$ cat src/rtl/rps_match_engine.sv
// Best-of-N stone-paper-scissors match controller with two-player and CPU (LFSR) modes.
// Tracks per-player scores and declares a match winner once a player reaches WIN_TARGET.
module rps_match_engine #(
  parameter int unsigned SCORE_W    = 4,
  parameter int unsigned WIN_TARGET = 3,
  parameter int unsigned LFSR_W     = 8,
  parameter logic [LFSR_W-1:0] LFSR_SEED = LFSR_W'(8'hA5)
) (
  input  logic               clk,
  input  logic               reset,
  input  logic               start,
  input  logic               mode,
  input  logic               new_match,
  input  logic [1:0]         p1_move,
  input  logic [1:0]         p2_move,
  output logic [1:0]         round_winner,
  output logic               round_done,
  output logic [SCORE_W-1:0] p1_score,
  output logic [SCORE_W-1:0] p2_score,
  output logic               match_over,
  output logic [1:0]         match_winner,
  output logic [1:0]         cpu_move,
  output logic [2:0]         state
);

  typedef enum logic [2:0] {
    IDLE      = 3'd0,
    EVAL      = 3'd1,
    WAIT_REL  = 3'd2,
    MATCH_END = 3'd3
  } state_t;

  localparam logic [1:0] MV_ROCK     = 2'b00;
  localparam logic [1:0] MV_PAPER    = 2'b01;
  localparam logic [1:0] MV_SCISSORS = 2'b10;
  localparam logic [1:0] MV_ILLEGAL  = 2'b11;

  localparam logic [1:0] RES_TIE     = 2'b00;
  localparam logic [1:0] RES_P1      = 2'b01;
  localparam logic [1:0] RES_P2      = 2'b10;
  localparam logic [1:0] RES_INVALID = 2'b11;

  localparam logic [SCORE_W-1:0] TARGET = SCORE_W'(WIN_TARGET);

  // Feedback taps: x^8+x^6+x^5+x^4+1 for the 8-bit case, a two-tap fallback otherwise.
  localparam logic [LFSR_W-1:0] TAPS = (LFSR_W == 8) ? LFSR_W'(8'hB8)
                                                     : (LFSR_W'(3) << (LFSR_W - 2));

  state_t              state_q;
  logic [LFSR_W-1:0]   lfsr;
  logic [1:0]          p1_lat;
  logic [1:0]          p2_lat;
  logic [1:0]          cpu_pick_c;
  logic [1:0]          result_c;
  logic [SCORE_W-1:0]  p1_inc_c;
  logic [SCORE_W-1:0]  p2_inc_c;

  assign state = state_q;

  function automatic logic [1:0] judge(input logic [1:0] a, input logic [1:0] b);
    logic [1:0] r;
    r = RES_P2;
    if (a == b) begin
      r = RES_TIE;
    end else begin
      case ({a, b})
        {MV_ROCK, MV_SCISSORS},
        {MV_PAPER, MV_ROCK},
        {MV_SCISSORS, MV_PAPER}: r = RES_P1;
        default:                 r = RES_P2;
      endcase
    end
    return r;
  endfunction

  // CPU move from the low LFSR bits; the illegal code folds onto rock.
  assign cpu_pick_c = (lfsr[1:0] == MV_ILLEGAL) ? MV_ROCK : lfsr[1:0];
  assign result_c   = (p1_lat == MV_ILLEGAL || p2_lat == MV_ILLEGAL) ? RES_INVALID
                                                                     : judge(p1_lat, p2_lat);
  assign p1_inc_c   = p1_score + SCORE_W'(1);
  assign p2_inc_c   = p2_score + SCORE_W'(1);

  // Free-running opponent source, independent of the FSM.
  always_ff @(posedge clk or posedge reset) begin
    if (reset) begin
      lfsr <= LFSR_SEED;
    end else begin
      lfsr <= {lfsr[LFSR_W-2:0], ^(lfsr & TAPS)};
    end
  end

  // Match FSM with registered outputs.
  always_ff @(posedge clk or posedge reset) begin
    if (reset) begin
      state_q      <= IDLE;
      p1_lat       <= 2'b00;
      p2_lat       <= 2'b00;
      round_winner <= RES_TIE;
      round_done   <= 1'b0;
      p1_score     <= '0;
      p2_score     <= '0;
      match_over   <= 1'b0;
      match_winner <= 2'b00;
      cpu_move     <= 2'b00;
    end else begin
      round_done <= 1'b0;
      if (new_match) begin
        state_q      <= IDLE;
        round_winner <= RES_TIE;
        p1_score     <= '0;
        p2_score     <= '0;
        match_over   <= 1'b0;
        match_winner <= 2'b00;
      end else begin
        case (state_q)
          IDLE: begin
            if (start) begin
              p1_lat  <= p1_move;
              p2_lat  <= mode ? cpu_pick_c : p2_move;
              state_q <= EVAL;
            end
          end
          EVAL: begin
            round_done   <= 1'b1;
            cpu_move     <= p2_lat;
            round_winner <= result_c;
            state_q      <= WAIT_REL;
            if (result_c == RES_P1) begin
              p1_score <= p1_inc_c;
              if (p1_inc_c == TARGET) begin
                state_q      <= MATCH_END;
                match_over   <= 1'b1;
                match_winner <= RES_P1;
              end
            end else if (result_c == RES_P2) begin
              p2_score <= p2_inc_c;
              if (p2_inc_c == TARGET) begin
                state_q      <= MATCH_END;
                match_over   <= 1'b1;
                match_winner <= RES_P2;
              end
            end
          end
          WAIT_REL: begin
            if (!start) begin
              state_q <= IDLE;
            end
          end
          MATCH_END: begin
            state_q <= MATCH_END;
          end
          default: begin
            state_q <= IDLE;
          end
        endcase
      end
    end
  end

endmodule

$ cat config.mk
export PLATFORM = sky130hd
export DESIGN_NAME = rps_match_engine
export DESIGN_NICKNAME = d
export VERILOG_FILES = /design/src/rtl/rps_match_engine.sv
export SDC_FILE = /design/constraint.sdc
export NUM_CORES = 1
export LEC_CHECK = 0
export ABC_AREA = 1
export BUFFER_PORTS_ARGS = -buffer_cell sky130_fd_sc_hd__clkbuf_2
export CAP_MARGIN = 20
export CELL_PAD_IN_SITES_DETAIL_PLACEMENT = 1
export CELL_PAD_IN_SITES_GLOBAL_PLACEMENT = 1
export CORE_MARGIN = 2
export CORE_UTILIZATION = 44
export DETAILED_ROUTE_END_ITERATION = 8
export PLACE_DENSITY = 0.9
export SYNTH_ARGS = -nofsm -noshare
export SYNTH_HDL_FRONTEND = slang
export SYNTH_SLANG_ARGS = --single-unit
$ cat constraint.sdc
create_clock -name clk -period 3.8 [get_ports clk]
set_input_delay 0.19 -clock clk [delete_from_list [all_inputs] [get_ports clk]]
set_output_delay 0.19 -clock clk [all_outputs]
set_load 0.01 [all_outputs]
* Yosys cells after proc, flatten, opt, wreduce, memory -nomap -nowiden
Index checks and enable logic that the tools add are counted.
** Storage, ports and cells
- Output and inout port bits :: 19
- Flip-flop bits (word level) :: 31
- Logic and storage cells :: 83
- Input port bits :: 9
** Cells by class
- Bitwise operators :: 1
- Add/subtract/negate cells :: 2
- Muxes and demuxes :: 36
- Equal/unequal tests :: 18
- Reduce and logical (&&, ||, !) cells :: 15
** Operator list (count)
- 4-bit 2-to-1 mux :: 7
- 2-bit 2-to-1 mux :: 13
- 4-bit by 2-bit equality test with 1-bit output (second input constant) :: 3
- 3-bit 2-to-1 mux :: 4
- 3-bit case mux with 4 select lines :: 1
- 1-bit 2-to-1 mux :: 11
- 4-bit by 1-bit adder with 4-bit output (second input constant) :: 2
- 2-bit equality test (second input constant) :: 4
- 8-bit XOR reduction :: 1
- 3-bit by 2-bit equality test with 1-bit output (second input constant) :: 2
- 3-bit != test (second input constant) :: 2
- 2-bit AND reduction :: 3
- 3-bit AND reduction :: 2
- 2-bit nonzero test :: 3
- 3-bit nonzero test :: 2
- 4-bit by 3-bit equality test with 1-bit output (second input constant) :: 1
- 4-bit equality test (second input constant) :: 1
- 4-bit AND reduction :: 1
- 3-bit by 1-bit equality test with 1-bit output (second input constant) :: 1
- 3-bit zero test :: 1
- 3-bit by 2-bit != test with 1-bit output (second input constant) :: 1
- 3-bit OR reduction :: 1
- 2-bit by 1-bit equality test with 1-bit output (second input constant) :: 1
- 2-bit equality test :: 1
- other kinds (3) :: 3

* Depth between registers and ports, before layout
- Depth after elaboration :: 10
- Gate-level depth with buffers :: 10
- Depth with buffers taken out :: 10

* Worst setup path before layout
Ideal clock, no wire load.
- Path kind :: register to register
- Start point :: reg p1_score[0]
- End point :: reg match_winner[0]
- Cell stages (with the launch flop) :: 10
- Arrival :: 1296 ps
- Setup time :: 117 ps
- Setup slack :: 2387 ps
- Data required time :: 3683 ps
- Buffers on the path :: 0
- Cell sequence :: dfrtp_1 ha_1 nand2_1 nand3_1 nor2_2 nor2_2 nor2_2 nand3_2 nand2_1 nand2_1
** On the way
- Word-level cells in the longest chain between the ends :: 4
** RTL lines
- start, declared :: RTL line 18 : output logic [SCORE_W-1:0] p1_score,
- start signal, assigned :: RTL line 129 : p1_score <= p1_inc_c;
- 4-bit by 1-bit adder with 4-bit output :: RTL line 80 : assign p1_inc_c = p1_score + SCORE_W'(1);
- 4-bit by 2-bit equality test with 1-bit output :: RTL line 130 : if (p1_inc_c == TARGET) begin
- 3-bit by 2-bit != test with 1-bit output (no line)
- 4-bit AND reduction (no line)
- end signal, assigned :: RTL line 103 : match_winner <= 2'b00;
- end signal, assigned :: RTL line 133 : match_winner <= RES_P1;
- end signal, assigned :: RTL line 140 : match_winner <= RES_P2;
- end, declared :: RTL line 21 : output logic [1:0] match_winner,
No other way between the ends.
A chain may end at the register's enable or synchronous reset.

* Worst setup path in the final report
- Start point :: reg p2_score[1]
- End point :: reg match_over
** On the way
- Word-level cells in the longest chain between the ends :: 4
** RTL lines
- start, declared :: RTL line 19 : output logic [SCORE_W-1:0] p2_score,
- start signal, assigned :: RTL line 136 : p2_score <= p2_inc_c;
- 4-bit by 1-bit adder with 4-bit output :: RTL line 81 : assign p2_inc_c = p2_score + SCORE_W'(1);
- 4-bit by 2-bit equality test with 1-bit output :: RTL line 137 : if (p2_inc_c == TARGET) begin
- 3-bit nonzero test (no line)
- 4-bit AND reduction (no line)
- end signal, assigned :: RTL line 102 : match_over <= 1'b0;
- end signal, assigned :: RTL line 132 : match_over <= 1'b1;
- end signal, assigned :: RTL line 139 : match_over <= 1'b1;
- end, declared :: RTL line 20 : output logic match_over,
No other way between the ends.

==> flow_results.xml <==
<?xml version="1.0" encoding="UTF-8"?>
<metrics>
  <group name="synthesis">
    <metric name="combinational_family_with_the_most_area_after_synthesis" unit="">simple AND/OR/NAND/NOR gates</metric>
    <metric name="synth_simple_gate_area_share" unit="">0.299</metric>
    <metric name="synthMuxAreaShare" unit="">0</metric>
    <metric name="ys_ff_latch" unit="">30</metric>
    <metric name="synth_cells" unit="">176</metric>
    <metric name="synth_async_sr_flop_share" unit="">1.00</metric>
    <metric name="synth_adder_area_share" unit="">0.0328</metric>
    <metric name="syn-mean-instance-area" unit="um2">8.67</metric>
    <metric name="synthFlopType" unit="">sky130_fd_sc_hd__dfrtp_1</metric>
    <metric name="synth-seq-area-share" unit="">0.495</metric>
    <metric name="synthesis.nets" unit="">189</metric>
    <metric name="post_synth_xor_area_fraction" unit="">0.0172</metric>
    <metric name="synth-edff-count" unit="">0</metric>
    <metric name="synth_cell_type_count" unit="">27</metric>
    <metric name="post_syn_area" unit="um2">1530</metric>
    <metric name="synthesis.yosys.warnings" unit="">0</metric>
    <metric name="synth-compound-area-share" unit="">0.0746</metric>
  </group>
  <group name="placed_design">
    <metric name="gp_routability_congestion" unit="">0.811</metric>
    <metric name="port_buffers" unit="">26</metric>
    <metric name="dpl.hpwl" unit="um">2460</metric>
    <metric name="placed_area" unit="um2">1720</metric>
    <metric name="post-place-ws" unit="ps">2290</metric>
  </group>
  <group name="floorplanning">
    <metric name="dieArea" unit="um2">3960</metric>
    <metric name="rows" unit="">21</metric>
    <metric name="design.portCount" unit="">28</metric>
    <metric name="floorplan.die.width" unit="um">62.9</metric>
    <metric name="die-height" unit="um">62.9</metric>
    <metric name="fp.coreArea" unit="um2">3340</metric>
    <metric name="initial_core_util" unit="">0.457</metric>
  </group>
  <group name="worst_setup_path">
    <metric name="worst-endpoint-required" unit="ps">4030</metric>
    <metric name="r2r_cells" unit="">10</metric>
    <metric name="timing.critical_path.to_type" unit="">flop</metric>
    <metric name="cp_max_fo" unit="">6</metric>
    <metric name="regToRegEndpoint" unit="">match_over</metric>
    <metric name="worst-setup-path-type" unit="">reg2reg</metric>
    <metric name="r2r_slack" unit="ps">2270</metric>
    <metric name="critPathArrivalTime" unit="ps">1760</metric>
    <metric name="timing.rr.start" unit="">p2_score[1]</metric>
    <metric name="timing.critical_path.from_type" unit="">flop</metric>
  </group>
  <group name="clock_tree">
    <metric name="tritoncts" unit="">done</metric>
    <metric name="clkSlewWorstSetupHoldPaths" unit="ps">100</metric>
    <metric name="cts_made_buffers" unit="">5</metric>
    <metric name="clock_path_buffers" unit="">2</metric>
    <metric name="cts.repair_timing.setup_buffer_count" unit="">0</metric>
    <metric name="clkLatencyLatePin" unit="ps">340</metric>
    <metric name="ctsHtreeMaxLevel" unit="">2</metric>
    <metric name="ctsRootBufferMaster" unit="">sky130_fd_sc_hd__clkbuf_4</metric>
    <metric name="numClockSinks" unit="">30</metric>
  </group>
  <group name="global_route">
    <metric name="gr_util_all_layers" unit="">0.188</metric>
    <metric name="grt_max_degree" unit="">21</metric>
    <metric name="overflow" unit="">0</metric>
    <metric name="first_pass_grt_wire_length" unit="um">5780</metric>
    <metric name="number_of_antenna_violations_at_the_first_check_in_global_routing" unit="">0</metric>
    <metric name="via_count_of_the_first_global_routing_pass" unit="">1313</metric>
  </group>
  <group name="sta">
    <metric name="slew_violations" unit="">0</metric>
    <metric name="min_period_over_period" unit="">0.402</metric>
    <metric name="final_ws_setup" unit="ps">2270</metric>
    <metric name="slew_headroom" unit="">0.650</metric>
    <metric name="setup-violations-final" unit="">0</metric>
    <metric name="setup_repair_after_global_routing_missed_its_margin" unit="">false</metric>
    <metric name="worst_slew_pin_slew" unit="ps">524</metric>
    <metric name="max_freq" unit="MHz">654</metric>
    <metric name="worst_clock_skew" unit="ps">18.6</metric>
    <metric name="hold_viol" unit="">0</metric>
    <metric name="timing.final.crit_period" unit="ps">1530</metric>
    <metric name="totalNegativeSetupSlack" unit="ps">0</metric>
  </group>
  <group name="detailed_routing">
    <metric name="detailedRoute.firstIterationViolations" unit="">24</metric>
    <metric name="pre_repair_dr_iteration_count" unit="">4</metric>
    <metric name="detail_route.vias_per_cell" unit="">4.76</metric>
    <metric name="route.final.wire_length" unit="um">3150</metric>
    <metric name="drt.antenna.violating_nets" unit="">0</metric>
    <metric name="drt_drc_violations_left" unit="">0</metric>
    <metric name="wl_per_cell" unit="um">12.3</metric>
    <metric name="routed-via-count" unit="">1218</metric>
  </group>
  <group name="min_path">
    <metric name="worstHoldPathType" unit="">in2reg</metric>
    <metric name="hold_depth" unit="">3</metric>
    <metric name="hp-start" unit="">p1_move[0]</metric>
    <metric name="hold_end" unit="">p1_lat[0]</metric>
  </group>
  <group name="pwr">
    <metric name="p_int" unit="mW">0.604</metric>
    <metric name="power.share.combinational" unit="">0.369</metric>
    <metric name="ratio_of_total_power_to_cell_area" unit="nW/um2">566</metric>
    <metric name="power.share.switching" unit="">0.404</metric>
    <metric name="peakVddDrop" unit="mV">0.296</metric>
    <metric name="power" unit="mW">1.01</metric>
    <metric name="power.static_leakage" unit="nW">0.927</metric>
    <metric name="power.switching" unit="mW">0.409</metric>
    <metric name="share_seq_of_total_power" unit="">0.435</metric>
    <metric name="power_frac_clock" unit="">0.197</metric>
  </group>
  <group name="finish">
    <metric name="post-route-cell-area" unit="um2">1790</metric>
    <metric name="diodes" unit="">0</metric>
    <metric name="finish.net_count" unit="">222</metric>
    <metric name="synthToLayoutAreaGrowth" unit="%">17.4</metric>
    <metric name="final_layout_size_suffix_gt1_frac" unit="">0.348</metric>
  </group>
  <group name="outcome">
    <metric name="result_of_the_run" unit="">finished clean</metric>
  </group>
  <group name="run">
    <metric name="max_cap_violations" unit="">0</metric>
  </group>
</metrics>
-- cell usage in the layout (no fill, tap or decap) --
cell	synthesis	layout
sky130_fd_sc_hd__nand2_1	38	38
sky130_fd_sc_hd__dfrtp_1	26	26
sky130_fd_sc_hd__clkbuf_2	0	26
sky130_fd_sc_hd__inv_1	18	18
sky130_fd_sc_hd__nand3_1	13	13
sky130_fd_sc_hd__nor2_1	10	10
sky130_fd_sc_hd__inv_2	8	8
sky130_fd_sc_hd__nor2_2	8	8
sky130_fd_sc_hd__nand2_2	8	8
sky130_fd_sc_hd__o21ai_0	7	7
sky130_fd_sc_hd__clkbuf_4	0	5
sky130_fd_sc_hd__o21ai_1	4	4
sky130_fd_sc_hd__nand3_2	4	4
sky130_fd_sc_hd__o21ai_2	4	4
sky130_fd_sc_hd__nand4_1	4	4
sky130_fd_sc_hd__ha_1	4	4
sky130_fd_sc_hd__dfstp_2	4	4
sky130_fd_sc_hd__nand2_4	3	3
sky130_fd_sc_hd__o22ai_1	2	2
sky130_fd_sc_hd__xnor2_1	2	2
sky130_fd_sc_hd__clkbuf_1	0	2
sky130_fd_sc_hd__a21oi_1	1	1
sky130_fd_sc_hd__or2_2	1	1
sky130_fd_sc_hd__clkinv_1	1	1
sky130_fd_sc_hd__and2_1	1	1
sky130_fd_sc_hd__xor2_1	1	1
sky130_fd_sc_hd__a31oi_1	1	1
sky130_fd_sc_hd__conb_1	1	1
sky130_fd_sc_hd__clkbuf_8	0	1
sky130_fd_sc_hd__dlygate4sd3_1	0	1
sky130_fd_sc_hd__buf_16	0	1
-- synth_stat cells, types with 2 or more instances --
cell | number | area, um2
sky130_fd_sc_hd__inv_1 | 18 | 67.6
sky130_fd_sc_hd__nand4_1 | 4 | 25.0
sky130_fd_sc_hd__o21ai_0 | 7 | 35.0
sky130_fd_sc_hd__nand2_4 | 3 | 33.8
sky130_fd_sc_hd__nor2_1 | 10 | 37.5
sky130_fd_sc_hd__nand3_1 | 13 | 65.1
sky130_fd_sc_hd__ha_1 | 4 | 50.1
sky130_fd_sc_hd__o21ai_1 | 4 | 20.0
sky130_fd_sc_hd__nor2_2 | 8 | 50.1
sky130_fd_sc_hd__dfrtp_1 | 26 | 651
sky130_fd_sc_hd__o21ai_2 | 4 | 35.0
sky130_fd_sc_hd__nand3_2 | 4 | 40.0
sky130_fd_sc_hd__inv_2 | 8 | 30.0
sky130_fd_sc_hd__dfstp_2 | 4 | 105
sky130_fd_sc_hd__o22ai_1 | 2 | 12.5
sky130_fd_sc_hd__nand2_2 | 8 | 50.1
sky130_fd_sc_hd__nand2_1 | 38 | 143
sky130_fd_sc_hd__xnor2_1 | 2 | 17.5
-- worst max-delay path by stage --
stage	from	cells after the start	end
floorplan	p1_score[0]	9	match_winner[0]
global placement	p2_score[1]	10	match_over
detailed placement	p2_score[1]	10	match_winner[0]
CTS	p2_score[1]	10	match_winner[0]
global route	p2_score[1]	10	match_winner[0]
finish	p2_score[1]	10	match_over
-- power by group through the flow --
stage	clock network, mW	registers [mW]	logic, mW
4_1_cts	0.207	0.442	0.380
3_3_place_gp	0	0.444	0.356
5_1_grt	0.224	0.452	0.431
2_1_floorplan	0	0.456	0.249
3_5_place_dp	0	0.447	0.376
6_report	0.199	0.441	0.374
-- routing by layer --
metal  global-route usage  wire length (um)  vias to the layer above
met4               0.0833                78                        0
met2                0.320              1600                       22
met3               0.0505               110                        8
met1                0.222              1360                      571
met5                    0                 0                        -
li1                     -                 -                      617
-- state kept, by name, summed over array words and instances, names as in the netlist --
name / cells
p2_lat: 2
round_done: 1
p1_score: 4
round_winner: 2
p1_lat: 2
match_over: 1
cpu_move: 2
lfsr: 8
p2_score: 4
match_winner: 2
state: 2
-- stage by stage --
step           utilization  std cells  hold slack [ps]
2_1_floorplan            -        176              278
4_1_cts              0.537        256             77.2
5_1_grt              0.537        256             96.6
6_report             0.537        256             86.2
3_5_place_dp         0.516        247              221
3_3_place_gp         0.508        246              337
-- cell type report --
cell class / count / area (um2)
inverter: 27 / 101
sequential: 30 / 756
timing repair buffer: 28 / 168
tap: 46 / 57.6
clock buffer: 8 / 58.8
multi-input combinational: 117 / 651
fill: 425 / 1550
-- worst max-delay path, stage by stage (launching register included) --
cell and delay [ps]:
sky130_fd_sc_hd__dfrtp_1 470, sky130_fd_sc_hd__ha_1 200, sky130_fd_sc_hd__inv_1 40, sky130_fd_sc_hd__nand2_1 70
sky130_fd_sc_hd__nand3_1 90, sky130_fd_sc_hd__nor2_2 140, sky130_fd_sc_hd__nor2_1 60, sky130_fd_sc_hd__nor2_2 130
sky130_fd_sc_hd__nand3_2 100, sky130_fd_sc_hd__nand2_1 70, sky130_fd_sc_hd__nand2_1 40
-- kinds of logic (layout without fill, tap and decap cells) --
kind of cell | count (synthesis) | count (layout)
AND/OR/NAND/NOR | 90 | 90
flip-flops | 30 | 30
buffers and inverters | 29 | 63
AO/OA/AOI/OAI | 19 | 19
adder cells (fa/ha/maj) | 4 | 4
XOR/XNOR | 3 | 3
other | 1 | 1
-- what timing repair did --
action / CTS / global route
resized for setup: 0 / 0
hold buffers: 1 / 0
hold endpoints to repair: 10 / 0
Power figures use the tool's default switching activity.
